[config.mk]
export PLATFORM = sky130hd
export DESIGN_NAME = inst_sequencer
export DESIGN_NICKNAME = d
export VERILOG_FILES = /design/src/rtl/inst_sequencer.sv
export SDC_FILE = /design/constraint.sdc
export NUM_CORES = 1
export LEC_CHECK = 0
export ABC_AREA = 1
export BUFFER_PORTS_ARGS = -buffer_cell sky130_fd_sc_hd__clkbuf_2
export CAP_MARGIN = 20
export CORE_MARGIN = 2
export CORE_UTILIZATION = 50
export CTS_CLUSTER_DIAMETER = 40
export CTS_CLUSTER_SIZE = 14
export DETAILED_ROUTE_END_ITERATION = 8
export MAX_ROUTING_LAYER = met4
export PLACE_DENSITY = 0.88
export SLEW_MARGIN = 25
export SYNTH_ARGS = -nofsm -noshare
export SYNTH_HDL_FRONTEND = slang
export SYNTH_SLANG_ARGS = --single-unit
export TNS_END_PERCENT = 100
[constraint.sdc]
create_clock -name clk -period 2.38 [get_ports clk]
set_clock_uncertainty 0.15 [all_clocks]
set_input_delay 0.357 -clock clk [delete_from_list [all_inputs] [get_ports clk]]
set_output_delay 0.357 -clock clk [all_outputs]
set_load 0.005 [all_outputs]
[src/rtl/inst_sequencer.sv]
// Multi-cycle control sequencer for the 26-bit instruction datapath.
// Fetches over an instruction-memory handshake, then steps DECODE/EXEC/MEM/WB by
// instruction class (inst[25:24]), owns the PC and a sticky memory-timeout fault.
// Optional build macro: INST_SEQ_PERF_EN adds the retired_cnt[31:0] output.
module inst_sequencer #(
  parameter int unsigned PC_W        = 16,
  parameter int unsigned MEM_TIMEOUT = 255
) (
  input  logic            clk,
  input  logic            rst,
  output logic            imem_req,
  output logic [PC_W-1:0] imem_addr,
  input  logic            imem_ack,
  input  logic [25:0]     imem_rdata,
  output logic [25:0]     inst_q,
  output logic            dmem_req,
  output logic            dmem_we,
  input  logic            dmem_ack,
  output logic            alu_en,
  output logic            rf_we,
  input  logic            br_taken,
  input  logic [PC_W-1:0] br_target,
  output logic [PC_W-1:0] pc,
  output logic [2:0]      state,
  output logic            fault
`ifdef INST_SEQ_PERF_EN
  ,
  output logic [31:0]     retired_cnt
`endif
);

  // Wide enough to hold MEM_TIMEOUT; a 1-bit dummy when the timeout is disabled.
  localparam int unsigned WaitW = (MEM_TIMEOUT > 0) ? $clog2(MEM_TIMEOUT + 1) : 1;

  typedef enum logic [2:0] {
    StIdle   = 3'd0,
    StFetch  = 3'd1,
    StDecode = 3'd2,
    StExec   = 3'd3,
    StMem    = 3'd4,
    StWb     = 3'd5,
    StFault  = 3'd7
  } state_e;

  typedef enum logic [1:0] {
    ClsAlu    = 2'b00,
    ClsMem    = 2'b01,
    ClsMove   = 2'b10,
    ClsBranch = 2'b11
  } inst_cls_e;

  state_e            state_q, state_d;
  logic [PC_W-1:0]   pc_q, pc_d;
  logic [25:0]       inst_d;
  logic [WaitW-1:0]  wait_q, wait_d;
  logic [WaitW-1:0]  wait_inc;
  logic              wait_hit;
  logic [PC_W-1:0]   pc_inc;
  inst_cls_e         cls;

  assign cls    = inst_cls_e'(inst_q[25:24]);
  assign pc_inc = pc_q + PC_W'(1);

  // Timeout bookkeeping: the cycle that would make the wait count reach MEM_TIMEOUT
  // faults unless an ack arrives in that same cycle (checked first in the FSM).
  always_comb begin
    wait_inc = wait_q;
    wait_hit = 1'b0;
    if (MEM_TIMEOUT != 0) begin
      wait_inc = wait_q + WaitW'(1);
      wait_hit = ((32'(wait_q) + 32'd1) >= MEM_TIMEOUT);
    end
  end

  // Next-state, PC and instruction-latch logic.
  always_comb begin
    state_d = state_q;
    pc_d    = pc_q;
    inst_d  = inst_q;
    wait_d  = wait_q;
    unique case (state_q)
      StIdle: begin
        state_d = StFetch;
        wait_d  = '0;
      end
      StFetch: begin
        if (imem_ack) begin
          inst_d  = imem_rdata;
          state_d = StDecode;
        end else if (wait_hit) begin
          state_d = StFault;
        end else begin
          wait_d = wait_inc;
        end
      end
      StDecode: begin
        if (cls == ClsMove) state_d = StWb;
        else                state_d = StExec;
      end
      StExec: begin
        unique case (cls)
          ClsAlu:  state_d = StWb;
          ClsMem: begin
            state_d = StMem;
            wait_d  = '0;
          end
          ClsBranch: begin
            pc_d    = br_taken ? br_target : pc_inc;
            state_d = StFetch;
            wait_d  = '0;
          end
          ClsMove: state_d = StWb;
        endcase
      end
      StMem: begin
        if (dmem_ack) begin
          if (inst_q[22]) begin
            pc_d    = pc_inc;
            state_d = StFetch;
            wait_d  = '0;
          end else begin
            state_d = StWb;
          end
        end else if (wait_hit) begin
          state_d = StFault;
        end else begin
          wait_d = wait_inc;
        end
      end
      StWb: begin
        pc_d    = pc_inc;
        state_d = StFetch;
        wait_d  = '0;
      end
      StFault: begin
        state_d = StFault;
      end
      default: begin
        // Unused encoding: restart cleanly from IDLE.
        state_d = StIdle;
      end
    endcase
  end

  // State, PC, instruction latch and wait counter registers.
  always_ff @(posedge clk or posedge rst) begin
    if (rst) begin
      state_q <= StIdle;
      pc_q    <= '0;
      inst_q  <= '0;
      wait_q  <= '0;
    end else begin
      state_q <= state_d;
      pc_q    <= pc_d;
      inst_q  <= inst_d;
      wait_q  <= wait_d;
    end
  end

  // Outputs decoded purely from registered state; no input-to-output paths.
  always_comb begin
    imem_req = (state_q == StFetch);
    dmem_req = (state_q == StMem);
    dmem_we  = (state_q == StMem) & inst_q[22];
    alu_en   = (state_q == StExec);
    rf_we    = (state_q == StWb);
    fault    = (state_q == StFault);
  end

  assign imem_addr = pc_q;
  assign pc        = pc_q;
  assign state     = state_q;

`ifdef INST_SEQ_PERF_EN
  logic [31:0] retired_cnt_q, retired_cnt_d;
  logic        retire;

  // A retire is any cycle that advances the PC to the next instruction.
  always_comb begin
    retire = (state_q == StWb) ||
             ((state_q == StExec) && (cls == ClsBranch)) ||
             ((state_q == StMem) && dmem_ack && inst_q[22]);
    retired_cnt_d = retire ? (retired_cnt_q + 32'd1) : retired_cnt_q;
  end

  // Retired-instruction counter; wraps at 2^32.
  always_ff @(posedge clk or posedge rst) begin
    if (rst) retired_cnt_q <= '0;
    else     retired_cnt_q <= retired_cnt_d;
  end

  assign retired_cnt = retired_cnt_q;
`endif

  // At most one request/strobe/fault indication is active in any cycle.
  strobe_onehot_a : assert property (@(posedge clk) disable iff (rst)
    $onehot0({imem_req, dmem_req, alu_en, rf_we, fault}));

  // The FSM never sits in the unused encoding.
  state_legal_a : assert property (@(posedge clk) disable iff (rst)
    state_q != 3'd6);

endmodule
==> impl_results.md <==
- Hold Vio Cnt, Final: 0
- Core area: 5920 um^2
- Total grt overflow: 0
- Area grow syn2layout: 20.4%
- Chip height: 82.1 um
- Number of enable flip-flop cells after synthesis: 0
- Most used DFF post-synth: dfrtp_1
- Final std cells w/o fill: about 590
- Unrepaired setup endpoints after global routing: false
- Crit path DAT: about 1.7 ns
- Post-synth top cells: 140 x nand2_1, 53 x dfrtp_1, 43 x nor2_1, 34 x inv_1, 28 x o21ai_0
- Post-CTS Setup Inserts: 0
- GRT Util Overall: around 23%
- Placed Instances: 580
- RD Place Congestion: 0.875
- Final Cycle Share: 91.4%
- First-pass detailed-route iteration total: 5
- Worst path depth: 3
- Max H-tree Level: 2
- Cell Chain, Critical Path: inv_1 > nor3_1 > clkbuf_2
- Top delay family on crit path: flip-flops
- Synth Area in Compound Gates: 9.40%
- Pre-CTS setup slack: 0.354 ns
- Xor/xnor share of the synthesized area: 1.15%
- Post-route ant nets: 0
- Starting Density: 51.5%
- Crit start category: flop
- Peak supply drop: 635 uV
- Drt total wl: 7360 um
- Worst Path Buf+Inv: 2
- DP HPWL: between 5000 and 6000 um
- Rel. slew slack: approximately 56%
- Synth warn: 0
- Status: completed
- Max_cap viols: 0
- CTS Buffer Depth: 2
- Leak pwr: 2.05 nW
- Via Count: 3,001
- Sum Neg Setup Slack: 0 ns
- Area of the multi-input gates: 1380 um^2
- # port buffers: 113
- Clock Latency Late Sink: 0.31 ns
- Total die area: around 6700 um^2
- Total power: 0.00478 W
- FMAX: roughly 460 MHz
- Flop2flop setup slack: 0.32 ns
- Nets@finish: 562
- Measured slew at the worst slew-check pin: 0.665 ns
- Clock slew at reported path FFs: 0.10 ns
- Final worst slack: 0.205 ns
- Setup Crit Path Kind: reg -> out
- Sequential fraction of the synthesis area: between 40% and 50%
- Largest net degree at the start of global routing: 54
- FF/Latch Area: 1330 um^2
- CP max FO: 11
- Most common cell in the netlist: nand2_1
- Clock tree sinks: 53
- Net Count, Synth: 466
- Hold Buf Count CTS: 0
- Final min period: 2.17 ns
- Ys async rst share: 100%
- Syn_area_per_cell: around 7.3 um^2
- Initial antenna violation count: 0
- Yosys reg bits: 53
- Synth Area in Simple Gates: 33.6%
- Slowest cell on crit path: dfrtp_1
- Mux cell area share after synthesis: 0%
- Clk root buf: clkbuf_8
- Required time worst endpoint: roughly 1.9 ns
- Num rows: 28
- Synth area leader: dfrtp_1
- Post-synthesis adder-cell area fraction: 1.23%
- Synth area leaders: dfrtp_1 44%, nand2_1 17%, nor2_1 5.3%, o21ai_0 4.6%, buf_4 4.4%
- Ant. Diodes: 0
- Setup violation total in the final timing report: 0
- Vias in the first global route: 2,708
- Share of post-route cells with drive strength above 1: 29.0%
- First-pass GRT wire length: 11,900 um
- FF-to-FF path depth: 12
- CTS Buf Count: 5
- Initial DRC Count: between 150 and 200
- Synthesized area: 3050 um^2
- Post-CTS sizing: 0
- Io pins: 114
- Min-Delay Path Class: in -> async
- Unique cell type count in the Yosys netlist: 29
- DR WL/cell: 12.5 um
- Vias per Instance: 5.10
- DRC viols: 0
- Power Density: roughly 1300 nW/um^2
- Slowest cell delay on critical path: 0.63 ns
- Syn Inst Count: 416
- Nature of the critical path endpoint: primary output
- Fin. max-slew vios: 0
- CTS tree: built
- DIE WIDTH: 82.1 um
- Layout filler cell count: 520
- Largest family of logic cells by synthesized area: simple AND/OR/NAND/NOR gates
- Share of the synthesized area in the top cell type: between 40% and 50%
per-layer routing:
metal	vias to the layer above	wire length (um)	GRT usage [%]
li1	1489	-	-
met1	1367	3140	28.3
met2	130	3610	39.1
met3	15	486	3.96
met4	0	121	8.00
met5	-	0	-
cell usage in the layout (no fill, tap or decap), types with 5 or more instances in the layout:
cell and n:
nand2_1 140, clkbuf_2 113, dfrtp_1 53, nor2_1 43, inv_1 33, o21ai_0 28
nand3_1 24, a21oi_1 11, inv_2 7, o21ai_1 6, clkbuf_8 6, nor2_4 5
nor3_1 5
through the flow:
stage | area (um^2) | hold slack (ns) | utilization [%]
detailed placement | 3550 | 0.314 | 59.9
CTS | 3670 | 0.0743 | 62.0
global route | 3670 | 0.0858 | 62.0
finish | 3670 | 0.0499 | 62.0
floorplan | 3050 | 0.317 | -
global placement | 3550 | 0.314 | 59.9
tightest hold or removal path, stage by stage:
cell      delay (ns)
clkbuf_2        0.08
inv_2           0.03
buf_4           0.53
registers in the layout (all words and copies together), names as in the netlist:
| register | count |
|---|---|
| state | 3 |
| inst_q | 26 |
| imem_addr | 16 |
| wait_q | 8 |
final cells by class:
cell class	count	share of cell area (%)
multi-input cells	295	37.7
clock buffers	6	2.25
inverters	40	4.09
flip-flops and latches	53	36.2
repair buffers	117	16.2
clock inverters	2	1.02
well taps	75	2.56
path summary, 6_finish.rpt:
path	startpoint	endpoint
worst max register to register	wait_q[0]	wait_q[4]
max in group asynchronous	rst	imem_addr[2]
min in group clk	imem_rdata[23]	inst_q[23]
worst min-delay path	rst	imem_addr[12]
worst max-delay path	state[1]	fault
worst min register to register	inst_q[19]	inst_q[19]
report_power, final:
part	leakage [nW]	total, W	switching, W	internal [W]
combinational	1.35	0.00236	0.00140	0.000964
clock	0.0574	0.000652	0.000310	0.000342
sequential	0.651	0.00176	0.000432	0.00133
total	2.05	0.00478	0.00214	0.00264
kinds of logic after synthesis:
group           after synthesis
flops                        53
simple gates                234
fa+ha+maj                     3
compound gates               54
xor+xnor                      4
buf+inv                      68
No activity file was read; power rests on OpenSTA's default activity.
